[config.mk]
export PLATFORM = sky130hd
export DESIGN_NAME = pe_conv_kx_flat
export DESIGN_NICKNAME = d
export VERILOG_FILES = /design/src/rtl/pe_pkg.sv /design/src/rtl/pe_conv_kx_if.sv /design/src/rtl/pe_line_buf.sv /design/src/rtl/pe_conv_kx.sv /design/src/flat_wrapper.sv
export SDC_FILE = /design/constraint.sdc
export NUM_CORES = 1
export LEC_CHECK = 0
export ABC_CLOCK_PERIOD_IN_PS = 8500
export CORE_MARGIN = 2
export CORE_UTILIZATION = 64
export CTS_BUF_LIST = sky130_fd_sc_hd__clkbuf_16
export CTS_CLUSTER_SIZE = 14
export DETAILED_ROUTE_END_ITERATION = 8
export PLACE_DENSITY = 0.89
export SYNTH_ARGS = -nofsm -noshare
export SYNTH_HDL_FRONTEND = slang
export SYNTH_SLANG_ARGS = --single-unit
export TNS_END_PERCENT = 20
[constraint.sdc]
create_clock -name clk -period 8.5 [get_ports clk]
set_clock_uncertainty 0.2 [all_clocks]
set_input_delay 1.7 -clock clk [delete_from_list [all_inputs] [get_ports clk]]
set_output_delay 1.7 -clock clk [all_outputs]
set_load 0.02 [all_outputs]
[src/rtl/pe_pkg.sv]
// Shared helpers for the KxK convolution PE: width math, tap ordering,
// output clamping and kernel-size legality.
package pe_pkg;

  function automatic int unsigned clog2(input int unsigned v);
    int unsigned r;
    r = 0;
    while ((32'd1 << r) < v) r = r + 1;
    return r;
  endfunction

  // Accumulator wide enough for every product plus the bias without overflow.
  function automatic int unsigned acc_w(input int unsigned n, input int unsigned m,
                                        input int unsigned taps);
    return n + m + clog2(taps + 1);
  endfunction

  // Chain position of the weight for channel c, row r (0 = oldest), column k (0 = oldest).
  function automatic int unsigned tap_idx(input int unsigned c, input int unsigned r,
                                          input int unsigned k, input int unsigned kern);
    return c * kern * kern + r * kern + k;
  endfunction

  function automatic logic signed [63:0] sat_relu(input logic signed [63:0] v,
                                                  input int unsigned n, input logic relu);
    logic signed [63:0] hi;
    logic signed [63:0] lo;
    hi = (64'sd1 <<< (n - 1)) - 64'sd1;
    lo = -(64'sd1 <<< (n - 1));
    if (relu && (v < 64'sd0)) return 64'sd0;
    if (v > hi) return hi;
    if (v < lo) return lo;
    return v;
  endfunction

  function automatic bit kernel_ok(input int unsigned k);
    return (k == 1) || (k == 3) || (k == 5) || (k == 7);
  endfunction

endpackage

[src/rtl/pe_conv_kx_if.sv]
// Pixel stream in / feature stream out of one convolution PE.
interface pe_conv_kx_if #(
  parameter int unsigned CL_IN = 4,
  parameter int unsigned N     = 2
) ();
  logic [CL_IN*N-1:0] d_in;
  logic               d_valid;
  logic               frame_start;
  logic [N-1:0]       d_out;
  logic               en_out;

  modport master (output d_in, output d_valid, output frame_start,
                  input d_out, input en_out);
  modport slave  (input d_in, input d_valid, input frame_start,
                  output d_out, output en_out);
endinterface

[src/rtl/pe_line_buf.sv]
// One image row of delay; advances only when a pixel is accepted.
module pe_line_buf #(
  parameter int unsigned DEPTH = 16,
  parameter int unsigned WIDTH = 8
) (
  input  logic             clk,
  input  logic             en,
  input  logic [WIDTH-1:0] d,
  output logic [WIDTH-1:0] q
);

  logic [WIDTH-1:0] mem_q [DEPTH];

  always_ff @(posedge clk) begin
    if (en) begin
      mem_q[0] <= d;
      for (int i = 1; i < DEPTH; i++) mem_q[i] <= mem_q[i-1];
    end
  end

  assign q = mem_q[DEPTH-1];

endmodule

[src/rtl/pe_conv_kx.sv]
// Streaming KxK convolution PE: line buffers, window, multiply, adder tree
// with bias, shift/ReLU/saturate, plus a registered single-channel bypass.
module pe_conv_kx import pe_pkg::*; #(
  parameter int unsigned LINES  = 16,
  parameter int unsigned CL_IN  = 4,
  parameter int unsigned CL1    = 2,
  parameter int unsigned KERNEL = 3,
  parameter int unsigned N      = 2,
  parameter int unsigned M      = 4,
  parameter int unsigned SR     = 2
) (
  input  logic                clk,
  input  logic                rst,
  pe_conv_kx_if.slave         px,
  input  logic                w_conf,
  input  logic signed [M-1:0] w_in,
  output logic signed [M-1:0] w_out,
  input  logic                cntl_conf,
  input  logic                relu_in,
  input  logic                bp_en_in,
  input  logic [CL1-1:0]      bp_src_in
);

  localparam int unsigned KK   = KERNEL * KERNEL;
  localparam int unsigned TAPS = CL_IN * KK;
  localparam int unsigned W    = TAPS + 1;
  localparam int unsigned PW   = N + M;
  localparam int unsigned AW   = acc_w(N, M, TAPS);
  localparam int unsigned DW   = CL_IN * N;
  localparam int unsigned CW   = (clog2(LINES) < 1) ? 1 : clog2(LINES);
  localparam int unsigned RW   = (clog2(KERNEL) < 1) ? 1 : clog2(KERNEL);
  localparam int unsigned LBN  = (KERNEL > 1) ? KERNEL - 1 : 1;

  if (!kernel_ok(KERNEL)) begin : g_bad_kernel
    $error("pe_conv_kx: KERNEL must be 1, 3, 5 or 7");
  end

  logic signed [M-1:0]  chain_q [W];
  logic                 relu_q, bp_en_q;
  logic [CL1-1:0]       bp_src_q;
  logic [CW-1:0]        col_q, pos_col_c;
  logic [RW-1:0]        row_q, pos_row_c;
  logic                 accept_c, complete_c;
  logic [DW-1:0]        lb_q [LBN];
  logic [DW-1:0]        row_src [KERNEL];
  logic [DW-1:0]        win_q [KERNEL][KERNEL];
  logic signed [PW-1:0] prod_c [TAPS];
  logic signed [PW-1:0] prod_q [TAPS];
  logic signed [AW-1:0] acc_c, acc_q, shifted_c;
  logic [N-1:0]         res_c;
  logic                 v1_q, v2_q, v3_q;

  // Weight chain: taps at 0..W-2, bias at W-1 (first word shifted in).
  always_ff @(posedge clk or negedge rst) begin
    if (!rst) begin
      for (int i = 0; i < W; i++) chain_q[i] <= '0;
    end else if (w_conf) begin
      chain_q[0] <= w_in;
      for (int i = 1; i < W; i++) chain_q[i] <= chain_q[i-1];
    end
  end

  assign w_out = chain_q[W-1];

  always_ff @(posedge clk or negedge rst) begin
    if (!rst) begin
      relu_q   <= 1'b0;
      bp_en_q  <= 1'b0;
      bp_src_q <= '0;
    end else if (cntl_conf) begin
      relu_q   <= relu_in;
      bp_en_q  <= bp_en_in;
      bp_src_q <= bp_src_in;
    end
  end

  // Position of the pixel being presented; frame_start forces it to the origin.
  always_comb begin
    accept_c  = px.d_valid && !w_conf;
    pos_col_c = col_q;
    pos_row_c = row_q;
    if (px.frame_start) begin
      pos_col_c = '0;
      pos_row_c = '0;
    end
    complete_c = (pos_col_c >= CW'(KERNEL - 1)) && (pos_row_c >= RW'(KERNEL - 1));
  end

  always_ff @(posedge clk or negedge rst) begin
    if (!rst) begin
      col_q <= '0;
      row_q <= '0;
    end else if (accept_c) begin
      if (pos_col_c == CW'(LINES - 1)) begin
        col_q <= '0;
        row_q <= (pos_row_c == RW'(KERNEL - 1)) ? pos_row_c : pos_row_c + RW'(1);
      end else begin
        col_q <= pos_col_c + CW'(1);
        row_q <= pos_row_c;
      end
    end
  end

  for (genvar j = 0; j < KERNEL - 1; j++) begin : g_lb
    if (j == 0) begin : g_first
      pe_line_buf #(.DEPTH(LINES), .WIDTH(DW)) u_lb (
        .clk(clk), .en(accept_c), .d(px.d_in), .q(lb_q[j]));
    end else begin : g_next
      pe_line_buf #(.DEPTH(LINES), .WIDTH(DW)) u_lb (
        .clk(clk), .en(accept_c), .d(lb_q[j-1]), .q(lb_q[j]));
    end
  end

  // Row 0 is the oldest row (deepest line buffer), row K-1 is the live pixel.
  for (genvar r = 0; r < KERNEL; r++) begin : g_row
    if (r == KERNEL - 1) begin : g_live
      assign row_src[r] = px.d_in;
    end else begin : g_old
      assign row_src[r] = lb_q[KERNEL-2-r];
    end
  end

  always_ff @(posedge clk) begin
    if (accept_c) begin
      for (int r = 0; r < KERNEL; r++) begin
        for (int k = 0; k < KERNEL - 1; k++) win_q[r][k] <= win_q[r][k+1];
        win_q[r][KERNEL-1] <= row_src[r];
      end
    end
  end

  always_comb begin
    for (int t = 0; t < TAPS; t++) prod_c[t] = '0;
    for (int c = 0; c < CL_IN; c++)
      for (int r = 0; r < KERNEL; r++)
        for (int k = 0; k < KERNEL; k++)
          prod_c[tap_idx(c, r, k, KERNEL)] =
            PW'($signed(win_q[r][k][c*N +: N])) * PW'(chain_q[tap_idx(c, r, k, KERNEL)]);
  end

  always_comb begin
    acc_c = AW'(chain_q[W-1]);
    for (int t = 0; t < TAPS; t++) acc_c = acc_c + AW'(prod_q[t]);
  end

  always_ff @(posedge clk) begin
    for (int t = 0; t < TAPS; t++) prod_q[t] <= prod_c[t];
    acc_q <= acc_c;
  end

  assign shifted_c = acc_q >>> SR;
  assign res_c     = N'(sat_relu(64'(shifted_c), N, relu_q));

  // Window valids; bypass mode kills anything in flight.
  always_ff @(posedge clk or negedge rst) begin
    if (!rst) begin
      v1_q <= 1'b0;
      v2_q <= 1'b0;
      v3_q <= 1'b0;
    end else begin
      v1_q <= accept_c && complete_c && !bp_en_q;
      v2_q <= v1_q && !bp_en_q;
      v3_q <= v2_q && !bp_en_q;
    end
  end

  always_ff @(posedge clk or negedge rst) begin
    if (!rst) begin
      px.en_out <= 1'b0;
      px.d_out  <= '0;
    end else if (bp_en_q) begin
      px.en_out <= accept_c;
      if (accept_c) px.d_out <= px.d_in[32'(bp_src_q)*N +: N];
    end else begin
      px.en_out <= v3_q;
      if (v3_q) px.d_out <= res_c;
    end
  end

endmodule

[src/flat_wrapper.sv]
// flat-port wrapper written by rule: the top's interface ports become plain ports
module pe_conv_kx_flat import pe_pkg::*;
#(
  parameter int unsigned LINES  = 16,
  parameter int unsigned CL_IN  = 4,
  parameter int unsigned CL1    = 2,
  parameter int unsigned KERNEL = 3,
  parameter int unsigned N      = 2,
  parameter int unsigned M      = 4,
  parameter int unsigned SR     = 2
)
  (clk, rst, w_conf, w_in, w_out, cntl_conf, relu_in, bp_en_in, bp_src_in, px_d_in, px_d_valid, px_frame_start, px_d_out, px_en_out);
  pe_conv_kx_if #(.CL_IN(CL_IN), .N(N)) px_i ();
  input  logic clk;
  input  logic rst;
  input  logic w_conf;
  input  logic signed [M-1:0] w_in;
  output logic signed [M-1:0] w_out;
  input  logic cntl_conf;
  input  logic relu_in;
  input  logic bp_en_in;
  input  logic [CL1-1:0] bp_src_in;
  input wire logic [$bits(px_i.d_in)-1:0] px_d_in;
  input wire logic [$bits(px_i.d_valid)-1:0] px_d_valid;
  input wire logic [$bits(px_i.frame_start)-1:0] px_frame_start;
  output wire logic [$bits(px_i.d_out)-1:0] px_d_out;
  output wire logic [$bits(px_i.en_out)-1:0] px_en_out;
  assign px_i.d_in = px_d_in;
  assign px_i.d_valid = px_d_valid;
  assign px_i.frame_start = px_frame_start;
  assign px_d_out = px_i.d_out;
  assign px_en_out = px_i.en_out;
  pe_conv_kx #(.LINES(LINES), .CL_IN(CL_IN), .CL1(CL1), .KERNEL(KERNEL), .N(N), .M(M), .SR(SR)) u_core (.clk(clk), .rst(rst), .px(px_i), .w_conf(w_conf), .w_in(w_in), .w_out(w_out), .cntl_conf(cntl_conf), .relu_in(relu_in), .bp_en_in(bp_en_in), .bp_src_in(bp_src_in));
endmodule
==> results.md, run 1 <==
* Final setup violation count at 0
* Synthesized Nets at 2,721
* First-pass DRT Iterations at 5
* WS Path Type: reg2reg
* Cells after synthesis at 2,171
* Final Worst Setup Slack at 307 ps
* Die width at 229 um
* Avg WL per Cell at 20.0 um
* I/O pin count at 29
* Critical Path Source Type: flip-flop
* DIE AREA at 52,600 um2
* Syn-to-layout area delta at 10.5%
* Ant. Diodes at 0
* Unique masters post-synth at 40
* Crit path max fanout at 4
* Post-DRT Antenna Nets at 0
* Dominant synthesized flop cell: edfxtp_1
* Final nets at 2,805
* Pre-CTS setup slack at 217 ps
* Skew-Pair Late Insertion Delay at 610 ps
* CP delay by family, top: adder cells
* Post-DP HPWL at 41,900 um
* Post-synth EDFFs at 280
* CTS root buffer: clkbuf_16
* Netlist Area Pre-Place at 32,500 um2
* CP required at 8780 ps
* GPL Wtd Cong at 0.892
* Most frequent CP cell: fa_1
* CTS tree: built
* FP Rows at 82
* Slew at the pin closest to its max-slew limit at 969 ps
* Initial antenna violation count at 1
* Fmax at 0.122 GHz
* Floorplan Core Area at 50,200 um2
* Largest net degree at the start of global routing at 127
* GR Util All Layers at 0.244
* Status: completed
* Crit path largest cell delay at 590 ps
* Num Clock Sinks at 670
* Inserted Clock Buffers at 70
* Vias post-DR at 16,357
* Max-Cap Viols at 0
* Clock Path Buffers at 3
* Hold Buf Count CTS at 0
* Postcts setup bufs at 0
* Worst-path clk slew at 60 ps
* Share of cells above drive strength 1 at 0.0687
* Rel. slew slack at 0.354
* Hold Crit Class: reg2reg
* Unrepaired setup endpoints after global routing: false
* Die Ht at 229 um
* Vias in the first global route at 18,581
* Drt initial violations at 1,024
* Crit. End Element: flip-flop
* WP data arrival at 8470 ps
* Final TNS setup at 0 ps
* FF+latch area at 17,000 um2
* Endpoints failing hold at 0
* Register bit total from synthesis at 670
* Total congestion overflow at 0
* Register area share after synthesis at 0.524
* Fill cell count at 3,021
* WP buf/inv at 5
* H-Tree Depth at 3
* Ys async rst share at 0.245
* Commonest non-fill, non-tap cell in the layout: fa_1
* Commonest non-fill, non-tap cells in the layout: fa_1, inv_1, edfxtp_1, dfxtp_1, ha_1
* First-pass GRT wire length at 99,000 um
* Detailed Route WL at 59,700 um
* Synth Warn # at 0
* Starting density of the core at 0.648
* Post-cts sizing count at 0
* DR vias/cell at 5.48
* Avg Synthesized Cell Area at 15.0 um2
* Fin crit period at 8190 ps
* Port-buffer cells at 28
* Slew Limit Fails at 0
* Final period util at 0.964
* DRC violations left at 0
* Slowest-stage cell, CP: fa_1
* Area of the multi-input gates at 14,400 um2
-- sequential cells by signal (all words and copies together), names as in the netlist --
register and cells:
u_core.acc_q 10, u_core.bp_en_q 1, u_core.bp_src_q 2, u_core.chain_q 144
u_core.col_q 4, u_core.g_lb.g_first.u_lb.mem_q 128, u_core.g_lb.g_next.u_lb.mem_q 105, u_core.prod_q 216
u_core.px.d_out 2, u_core.px.en_out 1, u_core.relu_q 1, u_core.row_q 2
u_core.v1_q 1, u_core.v2_q 1, u_core.v3_q 1, u_core.w_out 4
u_core.win_q 47
-- stage by stage --
stage / utilization / instance area [um2] / hold slack, ps / instances
after global placement: 0.669 / 33600 / 200 / 2855
after floorplan: - / 32500 / 200 / 2171
after global routing: 0.716 / 35900 / 221 / 2985
final: 0.716 / 35900 / 210 / 2985
after detailed placement: 0.669 / 33600 / 205 / 2855
after CTS: 0.715 / 35900 / 214 / 2985
-- Yosys cell counts, types with 2 or more instances --
| master | count | area share |
|---|---|---|
| buf_2 | 13 | 0.0020 |
| nor2_1 | 7 | 0.00081 |
| nor4_1 | 5 | 0.00096 |
| nand2b_1 | 2 | 0.00038 |
| dfrtp_1 | 164 | 0.13 |
| mux4_2 | 2 | 0.0014 |
| and2_1 | 146 | 0.028 |
| a21oi_1 | 47 | 0.0072 |
| a21o_1 | 39 | 0.0090 |
| nand3_1 | 3 | 0.00046 |
| inv_1 | 262 | 0.030 |
| clkbuf_1 | 3 | 0.00035 |
| a22o_1 | 2 | 0.00054 |
| xnor2_1 | 54 | 0.015 |
| o21ai_1 | 10 | 0.0015 |
| nand4_1 | 2 | 0.00038 |
| fa_1 | 312 | 0.19 |
| xor2_1 | 37 | 0.010 |
| nand2_1 | 15 | 0.0017 |
| ha_1 | 216 | 0.083 |
| nor2b_1 | 115 | 0.022 |
| mux2_2 | 39 | 0.014 |
| o21ai_0 | 3 | 0.00046 |
| inv_2 | 2 | 0.00023 |
| buf_4 | 4 | 0.00092 |
| buf_1 | 3 | 0.00035 |
| mux2_1 | 147 | 0.051 |
| edfxtp_1 | 280 | 0.26 |
| dfxtp_1 | 226 | 0.14 |
-- logic make-up (layout without fill, tap and decap cells) --
logic type	count (synthesis)	count (layout)	share of synthesized area
compound gates	109	109	0.0207
buf+inv	287	429	0.0341
flops	670	670	0.524
simple gates	298	298	0.0555
xor+xnor	91	91	0.0245
mux	188	188	0.0658
fa+ha+maj	528	528	0.275
-- worst paths after layout --
check / startpoint / end / slack (ps) / cells after the start
min reg2reg: u_core.g_lb[0].g_first.u_lb.mem_q[1][29] / u_core.g_lb[0].g_first.u_lb.mem_q[1][37] / 210 / 0
min: u_core.g_lb[0].g_first.u_lb.mem_q[1][29] / u_core.g_lb[0].g_first.u_lb.mem_q[1][37] / 210 / 0
min in group asynchronous: rst / u_core.chain_q[108] / 810 / 1
max reg2reg: u_core.w_out[1] / u_core.acc_q[10] / 310 / 26
max: u_core.w_out[1] / u_core.acc_q[10] / 310 / 26
max in group asynchronous: rst / u_core.chain_q[32] / 6000 / 2
-- final cells by class --
| class | count | share of cell area |
|---|---|---|
| Clock inverter | 55 | 0.0123 |
| Sequential cell | 670 | 0.474 |
| Tap cell | 672 | 0.0234 |
| Multi-Input combinational cell | 1214 | 0.401 |
| Clock buffer | 75 | 0.0523 |
| Timing Repair Buffer | 35 | 0.00934 |
| Inverter | 264 | 0.0278 |
-- per-layer routing --
layer | part of all wire | track usage | vias to the layer above
met5 | 0.00022 | 0 | -
li1 | - | - | 7344
met1 | 0.43 | 0.328 | 8510
met4 | 0.031 | 0.0956 | 2
met2 | 0.50 | 0.400 | 368
met3 | 0.045 | 0.0428 | 133
Power of run 1 is not shown: default switching activity piles up to over one toggle a cycle in this logic, so the estimate is an artifact.
==> run 2, diff against run 1 <==
- ABC_CLOCK_PERIOD_IN_PS: 8500 -> not set
==> results of run 2 <==
Final layout, timing and power as in run 1 (identical DEF).
Power of run 2 is left out for the same reason.
